**src/rtl/chunk_xfer_ctrl_if.sv**
```systemverilog
// Bus bundle between chunk_xfer_ctrl and its neighbours: the inbound DDR
// stream, the BRAM write/read port and the outbound DDR stream.
interface chunk_xfer_ctrl_if #(
    parameter int ADDR_W = 12,
    parameter int DATA_W = 32
);
    logic [DATA_W-1:0] s_data;
    logic              s_valid;
    logic              s_ready;
    logic [DATA_W-1:0] bram_wdata;
    logic [ADDR_W-1:0] DDR_addr;
    logic              wen;
    logic [DATA_W-1:0] bram_rdata;
    logic [DATA_W-1:0] m_data;
    logic              m_valid;
    logic              m_ready;

    // Environment side: inbound words, BRAM read data, outbound backpressure.
    modport master (
        output s_data, s_valid, bram_rdata, m_ready,
        input  s_ready, bram_wdata, DDR_addr, wen, m_data, m_valid
    );

    // Controller side.
    modport slave (
        input  s_data, s_valid, bram_rdata, m_ready,
        output s_ready, bram_wdata, DDR_addr, wen, m_data, m_valid
    );
endinterface

```
**src/rtl/chunk_xfer_ctrl.sv**
```systemverilog
// Chunk transfer controller: streams one chunk of DDR words into BRAM, hands
// the BRAM to the LBM engine, then streams the result back out through a
// 2-entry FIFO that absorbs the BRAM's one-cycle read latency.
module chunk_xfer_ctrl #(
    parameter int ADDR_W      = 12,
    parameter int DATA_W      = 32,
    parameter int CHUNK_WORDS = 4096
) (
    input  logic             clk,
    input  logic             rst,
    input  logic             start,
    input  logic             lbm_done,
    output logic             chunk_transfer_ready,
    output logic             chunk_compute_ready,
    output logic             busy,
    output logic [15:0]      chunks_done,
    chunk_xfer_ctrl_if.slave bus
);
    // One extra bit so the read counter can reach CHUNK_WORDS == 2**ADDR_W.
    localparam int               CNT_W    = ADDR_W + 1;
    localparam logic [CNT_W-1:0] LAST_IDX = CNT_W'(CHUNK_WORDS - 1);
    localparam logic [CNT_W-1:0] FULL_CNT = CNT_W'(CHUNK_WORDS);

    typedef enum logic [1:0] {
        IDLE    = 2'd0,
        LOAD    = 2'd1,
        COMPUTE = 2'd2,
        DRAIN   = 2'd3
    } state_t;

    state_t            state_q, state_d;
    logic [CNT_W-1:0]  cnt_q, cnt_d;          // write index in LOAD, read index in DRAIN
    logic [CNT_W-1:0]  pop_cnt_q, pop_cnt_d;  // words handed out in DRAIN
    logic              inflight_q, inflight_d;
    logic [DATA_W-1:0] fifo_q [2];
    logic [DATA_W-1:0] fifo_d [2];
    logic              wr_ptr_q, wr_ptr_d;
    logic              rd_ptr_q, rd_ptr_d;
    logic [1:0]        occ_q, occ_d;
    logic [15:0]       chunks_done_q, chunks_done_d;

    logic              xfer_s;
    logic              issue_s;
    logic              push_s;
    logic              pop_s;
    logic [2:0]        pending_s;

    // Next-state, counters, FIFO bookkeeping and all bus outputs.
    always_comb begin
        state_d              = state_q;
        cnt_d                = cnt_q;
        pop_cnt_d            = pop_cnt_q;
        chunks_done_d        = chunks_done_q;
        wr_ptr_d             = wr_ptr_q;
        rd_ptr_d             = rd_ptr_q;
        occ_d                = occ_q;
        fifo_d[0]            = fifo_q[0];
        fifo_d[1]            = fifo_q[1];
        xfer_s               = 1'b0;
        issue_s              = 1'b0;
        bus.s_ready          = 1'b0;
        bus.wen              = 1'b0;
        bus.bram_wdata       = '0;
        bus.DDR_addr         = '0;
        chunk_transfer_ready = 1'b0;
        chunk_compute_ready  = 1'b0;

        // A read issued last cycle always lands in the FIFO this cycle.
        push_s      = inflight_q;
        bus.m_valid = (state_q == DRAIN) && (occ_q != 2'd0);
        bus.m_data  = fifo_q[rd_ptr_q];
        pop_s       = bus.m_valid && bus.m_ready;
        pending_s   = {1'b0, occ_q} + {2'b00, inflight_q};

        case (state_q)
            IDLE: begin
                if (start) begin
                    state_d = LOAD;
                    cnt_d   = '0;
                end else begin
                    state_d = IDLE;
                end
            end

            LOAD: begin
                bus.s_ready          = 1'b1;
                chunk_transfer_ready = 1'b1;
                bus.DDR_addr         = cnt_q[ADDR_W-1:0];
                bus.bram_wdata       = bus.s_data;
                xfer_s               = bus.s_valid;
                bus.wen              = xfer_s;
                if (xfer_s) begin
                    if (cnt_q == LAST_IDX) begin
                        cnt_d   = '0;
                        state_d = COMPUTE;
                    end else begin
                        cnt_d = cnt_q + CNT_W'(1);
                    end
                end else begin
                    cnt_d = cnt_q;
                end
            end

            COMPUTE: begin
                chunk_compute_ready = 1'b1;
                if (lbm_done) begin
                    state_d   = DRAIN;
                    cnt_d     = '0;
                    pop_cnt_d = '0;
                end else begin
                    state_d = COMPUTE;
                end
            end

            DRAIN: begin
                chunk_transfer_ready = 1'b1;
                bus.DDR_addr         = cnt_q[ADDR_W-1:0];
                // Never have more words owed to the FIFO than it can hold.
                issue_s = (cnt_q < FULL_CNT) && (pending_s < 3'd2);
                if (issue_s) begin
                    cnt_d = cnt_q + CNT_W'(1);
                end else begin
                    cnt_d = cnt_q;
                end
                if (pop_s) begin
                    if (pop_cnt_q == LAST_IDX) begin
                        state_d       = IDLE;
                        cnt_d         = '0;
                        pop_cnt_d     = '0;
                        chunks_done_d = chunks_done_q + 16'd1;
                    end else begin
                        pop_cnt_d = pop_cnt_q + CNT_W'(1);
                    end
                end else begin
                    pop_cnt_d = pop_cnt_q;
                end
            end

            default: begin
                state_d = IDLE;
            end
        endcase

        inflight_d = issue_s;

        if (push_s) begin
            fifo_d[wr_ptr_q] = bus.bram_rdata;
            wr_ptr_d         = ~wr_ptr_q;
        end else begin
            wr_ptr_d = wr_ptr_q;
        end

        if (pop_s) begin
            rd_ptr_d = ~rd_ptr_q;
        end else begin
            rd_ptr_d = rd_ptr_q;
        end

        case ({push_s, pop_s})
            2'b10:   occ_d = occ_q + 2'd1;
            2'b01:   occ_d = occ_q - 2'd1;
            default: occ_d = occ_q;
        endcase
    end

    // State, counters and FIFO registers with synchronous reset.
    always_ff @(posedge clk) begin
        if (rst) begin
            state_q       <= IDLE;
            cnt_q         <= '0;
            pop_cnt_q     <= '0;
            inflight_q    <= 1'b0;
            fifo_q[0]     <= '0;
            fifo_q[1]     <= '0;
            wr_ptr_q      <= 1'b0;
            rd_ptr_q      <= 1'b0;
            occ_q         <= 2'd0;
            chunks_done_q <= 16'd0;
        end else begin
            state_q       <= state_d;
            cnt_q         <= cnt_d;
            pop_cnt_q     <= pop_cnt_d;
            inflight_q    <= inflight_d;
            fifo_q[0]     <= fifo_d[0];
            fifo_q[1]     <= fifo_d[1];
            wr_ptr_q      <= wr_ptr_d;
            rd_ptr_q      <= rd_ptr_d;
            occ_q         <= occ_d;
            chunks_done_q <= chunks_done_d;
        end
    end

    assign busy        = (state_q != IDLE);
    assign chunks_done = chunks_done_q;

endmodule

```
**src/flat_wrapper.sv**
```systemverilog
// flat-port wrapper written by rule: the top's interface ports become plain ports
module chunk_xfer_ctrl_flat 
#(
    parameter int ADDR_W      = 12,
    parameter int DATA_W      = 32,
    parameter int CHUNK_WORDS = 4096
)
  (clk, rst, start, lbm_done, chunk_transfer_ready, chunk_compute_ready, busy, chunks_done, bus_s_data, bus_s_valid, bus_bram_rdata, bus_m_ready, bus_s_ready, bus_bram_wdata, bus_DDR_addr, bus_wen, bus_m_data, bus_m_valid);
  chunk_xfer_ctrl_if #(.ADDR_W(ADDR_W), .DATA_W(DATA_W)) bus_i ();
  input  logic clk;
  input  logic rst;
  input  logic start;
  input  logic lbm_done;
  output logic chunk_transfer_ready;
  output logic chunk_compute_ready;
  output logic busy;
  output logic [15:0] chunks_done;
  input wire logic [$bits(bus_i.s_data)-1:0] bus_s_data;
  input wire logic [$bits(bus_i.s_valid)-1:0] bus_s_valid;
  input wire logic [$bits(bus_i.bram_rdata)-1:0] bus_bram_rdata;
  input wire logic [$bits(bus_i.m_ready)-1:0] bus_m_ready;
  output wire logic [$bits(bus_i.s_ready)-1:0] bus_s_ready;
  output wire logic [$bits(bus_i.bram_wdata)-1:0] bus_bram_wdata;
  output wire logic [$bits(bus_i.DDR_addr)-1:0] bus_DDR_addr;
  output wire logic [$bits(bus_i.wen)-1:0] bus_wen;
  output wire logic [$bits(bus_i.m_data)-1:0] bus_m_data;
  output wire logic [$bits(bus_i.m_valid)-1:0] bus_m_valid;
  assign bus_i.s_data = bus_s_data;
  assign bus_i.s_valid = bus_s_valid;
  assign bus_i.bram_rdata = bus_bram_rdata;
  assign bus_i.m_ready = bus_m_ready;
  assign bus_s_ready = bus_i.s_ready;
  assign bus_bram_wdata = bus_i.bram_wdata;
  assign bus_DDR_addr = bus_i.DDR_addr;
  assign bus_wen = bus_i.wen;
  assign bus_m_data = bus_i.m_data;
  assign bus_m_valid = bus_i.m_valid;
  chunk_xfer_ctrl #(.ADDR_W(ADDR_W), .DATA_W(DATA_W), .CHUNK_WORDS(CHUNK_WORDS)) u_core (.clk(clk), .rst(rst), .start(start), .lbm_done(lbm_done), .chunk_transfer_ready(chunk_transfer_ready), .chunk_compute_ready(chunk_compute_ready), .busy(busy), .chunks_done(chunks_done), .bus(bus_i));
endmodule
```
**config.mk**
```make
export PLATFORM = sky130hd
export DESIGN_NAME = chunk_xfer_ctrl_flat
export DESIGN_NICKNAME = d
export VERILOG_FILES = /design/src/rtl/chunk_xfer_ctrl_if.sv /design/src/rtl/chunk_xfer_ctrl.sv /design/src/flat_wrapper.sv
export SDC_FILE = /design/constraint.sdc
export NUM_CORES = 1
export LEC_CHECK = 0
export CAP_MARGIN = 20
export CORE_MARGIN = 3
export CORE_UTILIZATION = 47
export DETAILED_ROUTE_END_ITERATION = 7
export GPL_TIMING_DRIVEN = 0
export HOLD_SLACK_MARGIN = 0.03
export PLACE_DENSITY_LB_ADDON = 0.3
export SLEW_MARGIN = 10
export SYNTH_ARGS = -nofsm -noshare
export SYNTH_HDL_FRONTEND = slang
export SYNTH_SLANG_ARGS = --single-unit
```
**constraint.sdc**
```tcl
create_clock -name clk -period 2.9 [get_ports clk]
set_clock_uncertainty 0.2 [all_clocks]
set_input_delay 0.87 -clock clk [delete_from_list [all_inputs] [get_ports clk]]
set_output_delay 0.87 -clock clk [all_outputs]
set_load 0.02 [all_outputs]
```
==> metrics.cfg, run 1 <==
[critical_path]
cp_slowest_cell = clkdlybuf4s50_1
critPathMaxStageDelay_ps = 600
path_buf_inv = 2
worstPathArrival_ps = 1770
path_cells = clkbuf_2, and2_1, clkdlybuf4s50_1
endpoint_kind = primary output
path_delay_family = buffers and inverters
start_kind = register
path_class = register to primary output
ff2ff_setup_slack_ps = 180
worstPathRequired_ps = 1830
critPathMaxFanout = 10

[route]
num_vias = 5636
wirelength_um = 17200
dr.first_iter.drc_count = 443
drc = 0
post_drt_wl_per_cell_um = 16.83
antenna_left = 0
first_pass_iters = 5
viasPerCell = 5.515

[final_layout]
syn2layout_area_growth_pct = 43.49
fin_nets = 949
final_cell_mix = 161 x nand2_1, 111 x dfxtp_1, 92 x clkdlybuf4s50_1, 76 x a21oi_1, 46 x and2_1
drive_gt1_share_pct = 14.17
fillCellCount = 882
final_util_pct = 71.10
final_common_cell = nand2_1
final_cells = 1022
num_antenna_cells = 0
finish.instance_area_um2 = 7910

[power]
max-vdd-ir-drop_mv = 0.5852
power.internal_w = 0.003367
powerDensity_nw_per_um2 = 602.2
switching_share_pct = 29.31
comb_power_share_pct = 23.0
seq_power_share_pct = 34.5
p_sw_w = 0.001396
clkPwrFrac_pct = 42.6
p_leak_nw = 3.266

[grt]
antenna_found_initial = 0
grt.met3_usage_pct = 5.867
grt_pass1_wl_um = 28010
grt_start_max_net_pins = 17
grt_overflow = 0
first_global_vias = 5736
gr-usage-all-layers_pct = 26.46
use_met2_pct = 46.68
top_usage_layer = met2
met1_usage_pct = 31.36

[clock_network]
cts_tree = done
htreeDepth = 4
numCtsBuffers = 17
cts.sink_count = 114
insertion_delay_ps = 410
hold_buffers = 0
cts-root-buf = clkbuf_16
clock_path_buffers = 2
path_clk_slew_ps = 60

[floorplan]
placeableCoreArea_um2 = 11130
chipWidth_um = 114.3
rows = 38
die_area_um2 = 13060
die-height_um = 114.3
initial_core_util_pct = 49.55
io_pins = 168

[sta]
setup_viol = 0
whs_ps = 250.7
slew_headroom_pct = 30.79
fin_ws_ps = 56.64
timing.fmax_ghz = 0.3517
drv_slew = 0
period_needed_ps = 2843
hold_viol = 0
tightest_slew_ps = 1030
fin_crit_sh_pct = 98.05

[place]
place_ws_ps = -459.7
gp_congestion = 0.9299
port_buffers = 167
dpl.cell_count = 992
dp_hpwl_um = 12220
postPlaceCellArea_um2 = 7360

[yosys]
ys_warn_count = 0
postSynthCellCount = 685
synth-async-reset-ratio_pct = 0
yosysUniqueCellTypes = 49
synth_ff_type = dfxtp_1
synth_edf_count = 0
ys_seq_area_share_pct = 41.40
syn_nets = 764
syn_avg_cell_area_um2 = 8.048
synth_seq_cells = 114
syn-cell-area_um2 = 5513

[job]
maxCapViolCount = 0

[worst_hold_path]
holdCritPathClass = register to register

[run_status]
status = completed

[per-layer routing]
layer  wire length [µm]  share of wire, %
met3               1058               6.2
met5                  0                 0
met4                265               1.5
met2               8814                51
met1               7065                41
[path summary, 6_finish.rpt]
kind	startpoint	end	cells after the start
worst min register to register	u_core.fifo_q[0][28]$_SDFFE_PP0P_	u_core.fifo_q[0][28]$_SDFFE_PP0P_	2
worst max-delay path	u_core.state_q[0]$_SDFFE_PP0P_	bus_DDR_addr[7]	3
worst min-delay path	u_core.fifo_q[0][28]$_SDFFE_PP0P_	u_core.fifo_q[0][28]$_SDFFE_PP0P_	2
worst max register to register	u_core.state_q[0]$_SDFFE_PP0P_	u_core.cnt_q[8]$_SDFFE_PP0P_	8
[Yosys cell counts, types with 2 or more instances]
library cell | number | area share [%]
a211oi_1 | 5 | 0.68
a21oi_1 | 76 | 6.9
a31oi_1 | 6 | 0.68
a32oi_1 | 3 | 0.48
and2_1 | 46 | 5.2
and3_1 | 12 | 1.4
and4_1 | 2 | 0.32
buf_1 | 9 | 0.61
buf_2 | 2 | 0.18
clkbuf_1 | 28 | 1.9
dfxtp_1 | 114 | 41
ha_1 | 9 | 2.0
inv_1 | 10 | 0.68
mux2_2 | 36 | 7.4
mux2i_1 | 5 | 0.91
nand2_1 | 161 | 11
nand2b_1 | 2 | 0.23
nand3_1 | 15 | 1.4
nand3b_1 | 3 | 0.41
nand4_1 | 14 | 1.6
nand4b_1 | 4 | 0.64
nor2_1 | 46 | 3.1
nor2b_1 | 7 | 0.79
nor3_1 | 8 | 0.73
o211ai_1 | 3 | 0.41
o21ai_0 | 10 | 0.91
o31ai_1 | 3 | 0.41
or3_1 | 9 | 1.0
xnor2_1 | 5 | 0.79
xor2_1 | 13 | 2.1
[power groups by stage]
stage                     Combinational (W)  Clock (W)  Sequential, W
after floorplan                    0.000620          0        0.00165
after global placement              0.00110          0        0.00166
after detailed placement            0.00112          0        0.00166
after CTS                           0.00111    0.00204        0.00164
after global routing                0.00118    0.00211        0.00165
final                               0.00109    0.00203        0.00164
[per-stage QoR]
stage	power (W)	TNS, ps
after floorplan	0.002274	0
after global placement	0.002753	-32730
after detailed placement	0.002779	-34780
after CTS	0.004793	0
after global routing	0.004931	-16.08
final	0.004763	0
[state kept, by name, summed over array words and instances, names as in the netlist, named ones only]
name	cells
u_core.chunks_done	16
u_core.fifo_q	64
u_core.state_q	2
u_core.wr_ptr_q	1
u_core.inflight_q	1
u_core.occ_q	2
u_core.cnt_q	13
u_core.pop_cnt_q	13
u_core.rd_ptr_q	1
[tightest hold or removal path, stage by stage (launching register included)]
cell and delay, ps:
dfxtp_1 300, nand2_1 50, a21oi_1 50
[kinds of logic (layout without fill, tap and decap cells)]
family / after synthesis / after routing / synth area share (%)
simple gates: 335 / 335 / 29.07
compound gates: 118 / 118 / 12.85
flops: 114 / 114 / 41.40
buf+inv: 50 / 247 / 3.518
mux: 41 / 41 / 8.262
xor+xnor: 18 / 18 / 2.860
fa+ha+maj: 9 / 9 / 2.043
[layout make-up]
class | instances | area [µm²] | area share (%)
timing repair buffer | 167 | 1558 | 19.69
buffer | 39 | 191.4 | 2.420
clock buffer | 22 | 474.2 | 5.995
inverter | 10 | 37.54 | 0.4745
multi-input combinational | 521 | 3079 | 38.93
sequential | 114 | 2288 | 28.93
tap | 140 | 175.2 | 2.214
clock inverter | 9 | 106.4 | 1.345
[repair_timing]
| item | 4_1_cts | 5_1_grt |
|---|---|---|
| endpoints found under the setup margin | 90 | 51 |
| pin swaps | 0 | 1 |
| cloned | 0 | 0 |
| resized for setup | 147 | 37 |
| buffers inserted | 0 | 0 |
Note: power is estimated with default switching activity, not from simulation.
==> run 2, diff against run 1 <==
Settings changed: CORE_MARGIN 3 to unset.
==> metrics.cfg, run 2 (synthesis gave the netlist of run 1 again) <==
[grt]
gr-usage-all-layers_pct = 27.95  ; was 26.46%
grt_start_max_net_pins = 17  ; unchanged
antenna_found_initial = 0  ; unchanged
grt_pass1_wl_um = 26250  ; was 28010 µm
first_global_vias = 5620  ; was 5736
grt_overflow = 0  ; unchanged

[final_layout]
largest_reg_flops = 64  ; unchanged
fin_nets = 952  ; was 949
final_cell_mix = 161 x nand2_1, 111 x dfxtp_1, 90 x clkdlybuf4s50_1, 76 x a21oi_1, 46 x and2_1  ; was 161 x nand2_1, 111 x dfxtp_1, 92 x clkdlybuf4s50_1, 76 x a21oi_1, 46 x and2_1
seq_area_um2 = 2286  ; was 2288 µm²
finish.instance_area_um2 = 7964  ; was 7910 µm²
syn2layout_area_growth_pct = 44.46  ; was 43.49%
drive_gt1_share_pct = 14.56  ; was 14.17%
fillCellCount = 894  ; was 882
multi_input_area_um2 = 3074  ; was 3079 µm²
regMostFlops = u_core.fifo_q  ; unchanged
final_common_cell = nand2_1  ; unchanged
num_antenna_cells = 0  ; unchanged

[clock_network]
path_clk_slew_ps = 50  ; was 60 ps
cts-root-buf = clkbuf_16  ; unchanged
clock_path_buffers = 2  ; unchanged
cts_tree = done  ; unchanged
insertion_delay_ps = 410  ; about the same
cts.sink_count = 114  ; unchanged
numCtsBuffers = 17  ; unchanged
htreeDepth = 4  ; unchanged

[floorplan]
io_pins = 168  ; unchanged
placeableCoreArea_um2 = 11420  ; was 11130 µm²
rows = 39  ; was 38
die_area_um2 = 12170  ; was 13060 µm²
die-height_um = 110.3  ; was 114.3 µm
initial_core_util_pct = 48.28  ; was 49.55%
chipWidth_um = 110.3  ; was 114.3 µm

[critical_path]
rr_worst_depth = 8  ; unchanged
start_kind = register  ; unchanged
path_class = register to primary output  ; unchanged
critPathMaxFanout = 10  ; unchanged
worstPathRequired_ps = 1830  ; about the same
endpoint_kind = primary output  ; unchanged
startpoint = u_core.state_q[1]$_SDFFE_PP0P_  ; was u_core.state_q[0]$_SDFFE_PP0P_
regToRegStartpoint = u_core.state_q[0]$_SDFFE_PP0P_  ; unchanged
worstPathArrival_ps = 1790  ; was 1770 ps

[sta]
timing.fmax_ghz = 0.3496  ; was 0.3517 GHz
drv_slew = 0  ; unchanged
rsz0062_at_grt = yes
period_needed_ps = 2861  ; was 2843 ps
slew_headroom_pct = 35.23  ; was 30.79%
hold_viol = 0  ; unchanged
tightest_slew_ps = 963.6  ; was 1030 ps
fin_crit_sh_pct = 98.64  ; was 98.05%
setup_viol = 0  ; unchanged
whs_ps = 248.0  ; was 250.7 ps

[job]
maxCapViolCount = 0  ; unchanged

[route]
viasPerCell = 5.483  ; was 5.515
wl_met3_um = 1196  ; was 1058 µm
dr.first_iter.drc_count = 386  ; was 443
drc = 0  ; unchanged
dr.max_layer_used = met4  ; unchanged
wl_met1_um = 6609  ; was 7065 µm
first_pass_iters = 5  ; unchanged
num_vias = 5642  ; was 5636
post_drt_wl_per_cell_um = 16.27  ; was 16.83 µm
wl_met2_um = 8762  ; was 8814 µm
antenna_left = 0  ; unchanged
wirelength_um = 16740  ; was 17200 µm

[power]
powerDensity_nw_per_um2 = 613.0  ; was 602.2 nW/µm²
max-vdd-ir-drop_mv = 0.5187  ; was 0.5852 mV
p_leak_nw = 3.343  ; was 3.266 nW

[place]
gp_congestion = 0.9062  ; was 0.9299
port_buffers = 167  ; unchanged
postPlaceCellArea_um2 = 7363  ; was 7360 µm²
dp_hpwl_um = 11730  ; was 12220 µm

[run_status]
status = completed  ; unchanged

[worst_hold_path]
holdCritStartpoint = u_core.fifo_q[1][28]$_SDFFE_PP0P_  ; was u_core.fifo_q[0][28]$_SDFFE_PP0P_
whs_path_depth = 2  ; unchanged
holdCritPathClass = register to register  ; unchanged

==> run 2: through the flow <==
step | setup TNS [ps] | utilization, % | power (W) | setup WS, ps | instances
5_1_grt | -191.7 | 69.75 | 0.005061 | -29.60 | 1029
2_1_floorplan | 0 | - | 0.002274 | 340.0 | 685
4_1_cts | -582.4 | 70.06 | 0.004887 | -65.92 | 1026
6_report | 0 | 69.75 | 0.004882 | 39.34 | 1029
3_3_place_gp | -30530 | 64.49 | 0.002741 | -416.1 | 995
3_5_place_dp | -35100 | 64.49 | 0.002765 | -461.1 | 995
==> run 2: path summary, 6_finish.rpt <==
path | endpoint | slack [ps]
worst max-delay path | bus_bram_wdata[23] | 40
worst min register to register | u_core.fifo_q[1][28]$_SDFFE_PP0P_ | 250
worst max register to register | u_core.cnt_q[8]$_SDFFE_PP0P_ | 240
worst min-delay path | u_core.fifo_q[1][28]$_SDFFE_PP0P_ | 250
==> run 2: repair_timing <==
item,4_1_cts,5_1_grt
hold buffers,0,0
pin swaps,0,2
setup buffers,0,3
resized for setup,131,44
endpoints found under the hold margin,0,0
endpoints found under the setup margin,93,58
==> run 2: area by class of cell <==
type	instances	share of cell area (%)
sequential	114	28.70
clock inverter	14	2.278
clock buffer	18	5.389
inverter	10	0.4713
tap	143	2.247
buffer	39	2.388
timing repair buffer	170	19.92
multi-input combinational	521	38.60
==> run 2: critical path, cell delays in order, from the launching register on <==
cell and delay [ps]:
dfxtp_2 350, inv_2 100, ha_4 170, clkbuf_8 170
buf_2 170, and2_1 160, clkdlybuf4s15_2 260
==> run 2: routing by layer <==
metal / vias up / global-route usage [%]
met5: - / 0
met4: 0 / 8.177
met3: 20 / 7.584
met2: 227 / 50.53
met1: 2679 / 31.98
li1: 2716 / -
==> run 2: where the power goes <==
part	total (W)	switching [W]	internal [W]
Sequential	0.00164	0.0000363	0.00160
Combinational	0.00111	0.000647	0.000460
Clock	0.00214	0.000774	0.00136
==> run 3, diff against run 2 <==
Settings changed: ABC_AREA set to 1, CORE_UTILIZATION 47 to 48, MAX_ROUTING_LAYER set to met4.
==> metrics.cfg, run 3 <==
[run_status]
status = completed  ; unchanged

[power]
max-vdd-ir-drop_mv = 0.4288  ; was 0.5187 mV
p_leak_nw = 3.639  ; was 3.343 nW
powerDensity_nw_per_um2 = 608.2  ; was 613.0 nW/µm²

[final_layout]
syn2layout_area_growth_pct = 39.49  ; was 44.46%
num_antenna_cells = 0  ; unchanged
regMostFlops = u_core.fifo_q  ; unchanged
drive_gt1_share_pct = 11.08  ; was 14.56%
final_common_cell = nand2_1  ; unchanged
largest_reg_flops = 64  ; unchanged
final_cell_mix = 210 x nand2_1, 124 x inv_1, 116 x o21ai_0, 113 x nor2_1, 112 x dfxtp_1  ; was 161 x nand2_1, 111 x dfxtp_1, 90 x clkdlybuf4s50_1, 76 x a21oi_1, 46 x and2_1
fin_nets = 1167  ; was 952
final_util_pct = 68.70  ; was 69.75%

[clock_network]
cts.sink_count = 114  ; unchanged
cts-root-buf = clkbuf_16  ; unchanged
path_clk_slew_ps = 60  ; was 50 ps
cts_tree = done  ; unchanged
post_cts_buffers = 0  ; unchanged
htreeDepth = 4  ; unchanged
insertion_delay_ps = 420  ; was 410 ps
clock_path_buffers = 2  ; unchanged
numCtsBuffers = 17  ; unchanged
hold_buffers = 0  ; unchanged

[sta]
setup_viol = 0  ; unchanged
tightest_slew_ps = 552.7  ; was 963.6 ps
fin_ws_ps = 25.35  ; was 39.34 ps
hold_viol = 0  ; unchanged
whs_ps = 244.6  ; was 248.0 ps
rsz0062_at_grt = yes  ; unchanged
timing.fmax_ghz = 0.3479  ; was 0.3496 GHz
drv_slew = 0  ; unchanged
fin_crit_sh_pct = 99.13  ; was 98.64%
slew_headroom_pct = 63.15  ; was 35.23%
period_needed_ps = 2875  ; was 2861 ps

[yosys]
ys_seq_area_share_pct = 38.58  ; was 41.40%
syn-cell-area_um2 = 5916  ; was 5513 µm²
syn_avg_cell_area_um2 = 6.544  ; was 8.048 µm²
postSynthCellCount = 904  ; was 685
yosysMostFrequentCell = nand2_1  ; unchanged
yosysTopAreaCell = dfxtp_1  ; unchanged
syn_nets = 983  ; was 764
synth_seq_cells = 114  ; unchanged
ys_warn_count = 0  ; unchanged
synth_area_leaders = dfxtp_1 39%, nand2_1 13%, o21ai_0 9.8%  ; was dfxtp_1 41%, nand2_1 11%, mux2_2 7.4%
synth_edf_count = 0  ; unchanged
synth-async-reset-ratio_pct = 0  ; unchanged
synthTopCellsByCount = 210 x nand2_1, 125 x inv_1, 116 x o21ai_0  ; was 161 x nand2_1, 114 x dfxtp_1, 76 x a21oi_1
netlist.area_leader.share_pct = 38.58  ; was 41.40%
synth_ff_type = dfxtp_1  ; unchanged
yosysUniqueCellTypes = 42  ; was 49

[critical_path]
worstPathArrival_ps = 1800  ; was 1790 ps
regToRegStartpoint = u_core.state_q[0]$_SDFFE_PP0P_  ; unchanged
critPathMaxFanout = 2  ; was 10
endpoint_kind = primary output  ; unchanged
worstPathRequired_ps = 1830  ; about the same
startpoint = bus_s_valid  ; was u_core.state_q[1]$_SDFFE_PP0P_
path_class = primary input to primary output  ; was register to primary output
start_kind = primary input  ; was register

[route]
num_vias = 6394  ; was 5642
viasPerCell = 5.123  ; was 5.483
post_drt_wl_per_cell_um = 13.10  ; was 16.27 µm
antenna_left = 0  ; unchanged
first_pass_iters = 7  ; was 5
drc = 0  ; unchanged
dr.first_iter.drc_count = 495  ; was 386
wirelength_um = 16350  ; was 16740 µm

[place]
port_buffers = 166  ; was 167
dp_hpwl_um = 11560  ; was 11730 µm
place_ws_ps = -507.1  ; was -461.1 ps
gp_congestion = 0.9005  ; was 0.9062

[floorplan]
rows = 40  ; was 39
io_pins = 168  ; unchanged
placeableCoreArea_um2 = 12010  ; was 11420 µm²
initial_core_util_pct = 49.25  ; was 48.28%
die_area_um2 = 12770  ; was 12170 µm²
die-height_um = 113.0  ; was 110.3 µm
chipWidth_um = 113.0  ; was 110.3 µm

[job]
maxCapViolCount = 0  ; unchanged

[grt]
antenna_found_initial = 0  ; unchanged
grt_start_max_net_pins = 17  ; unchanged
grt_overflow = 0  ; unchanged
grt_pass1_wl_um = 27010  ; was 26250 µm
first_global_vias = 5891  ; was 5620
gr-usage-all-layers_pct = 26.82  ; was 27.95%

[worst_hold_path]
holdCritStartpoint = u_core.fifo_q[0][10]$_SDFFE_PP0P_  ; was u_core.fifo_q[1][28]$_SDFFE_PP0P_
holdCritPathClass = register to register  ; unchanged

## run 3: cell count changes in the layout (fill, tap and decap cells not counted), sizes merged, moves of 36 or more
cell / previous run / this run
and2: 46 / 0
nand2: 161 / 215
mux2: 36 / 0
nor2: 46 / 122
o21ai: 12 / 121
inv: 12 / 136
## run 3: where the power goes
part           internal (W)  switching (W)  total (W)
combinational      0.000492       0.000849    0.00134
sequential          0.00163      0.0000407    0.00167
clock               0.00121       0.000797    0.00200
total               0.00333        0.00169    0.00502
## run 3: routing by layer
metal / routed length, µm / vias to the layer above / track usage, %
met5: 0 / - / -
met4: 252 / 0 / 7.632
met3: 1060 / 29 / 5.356
met2: 7882 / 238 / 45.60
met1: 7154 / 2903 / 32.21
li1: - / 3224 / -
## run 3: stage by stage
| step | total power, W | TNS [ps] | instances | area, µm² |
|---|---|---|---|---|
| 3_5_place_dp | 0.003109 | -15750 | 1217 | 7761 |
| 5_1_grt | 0.005243 | -143.9 | 1248 | 8252 |
| 4_1_cts | 0.005038 | 0 | 1248 | 8325 |
| 2_1_floorplan | 0.002494 | 0 | 904 | 5916 |
| 6_report | 0.005019 | 0 | 1248 | 8252 |
| 3_3_place_gp | 0.003098 | -15360 | 1217 | 7761 |
## run 3: final timing paths
| path | end | slack, ps | cells after the start |
|---|---|---|---|
| max | bus_wen | 30 | 4 |
| min | u_core.fifo_q[0][10]$_SDFFE_PP0P_ | 240 | 2 |
| max reg2reg | u_core.cnt_q[6]$_SDFFE_PP0P_ | 670 | 10 |
| min reg2reg | u_core.fifo_q[0][10]$_SDFFE_PP0P_ | 240 | 2 |
## run 3: timing repair
item	4_1_cts	5_1_grt
hold endpoints to repair	0	0
setup endpoints to repair	79	44
cloned	0	0
resized for setup	114	52
## run 3: cells by family after synthesis
kind of cell / synth area share, %
AO/OA/AOI/OAI: 17.58
XOR/XNOR: 2.221
adder cells (fa/ha/maj): 1.904
buffers and inverters: 11.53
flip-flops: 38.58
multiplexers: 0.1692
AND/OR/NAND/NOR: 28.02
## run 3: cell type report
cell class	instances	area (µm²)
multi-input cells	613	2967
well taps	147	183.9
clock buffers	18	439.2
inverters	134	505.5
plain buffers	42	217.7
repair buffers	166	1524
clock inverters	14	130.1
fillers	1030	3760
flip-flops and latches	114	2285
## run 3: critical path, stage by stage
cell and delay [ps]:
clkdlybuf4s50_1 490, nand2_1 70, inv_1 50, dlygate4sd2_1 320
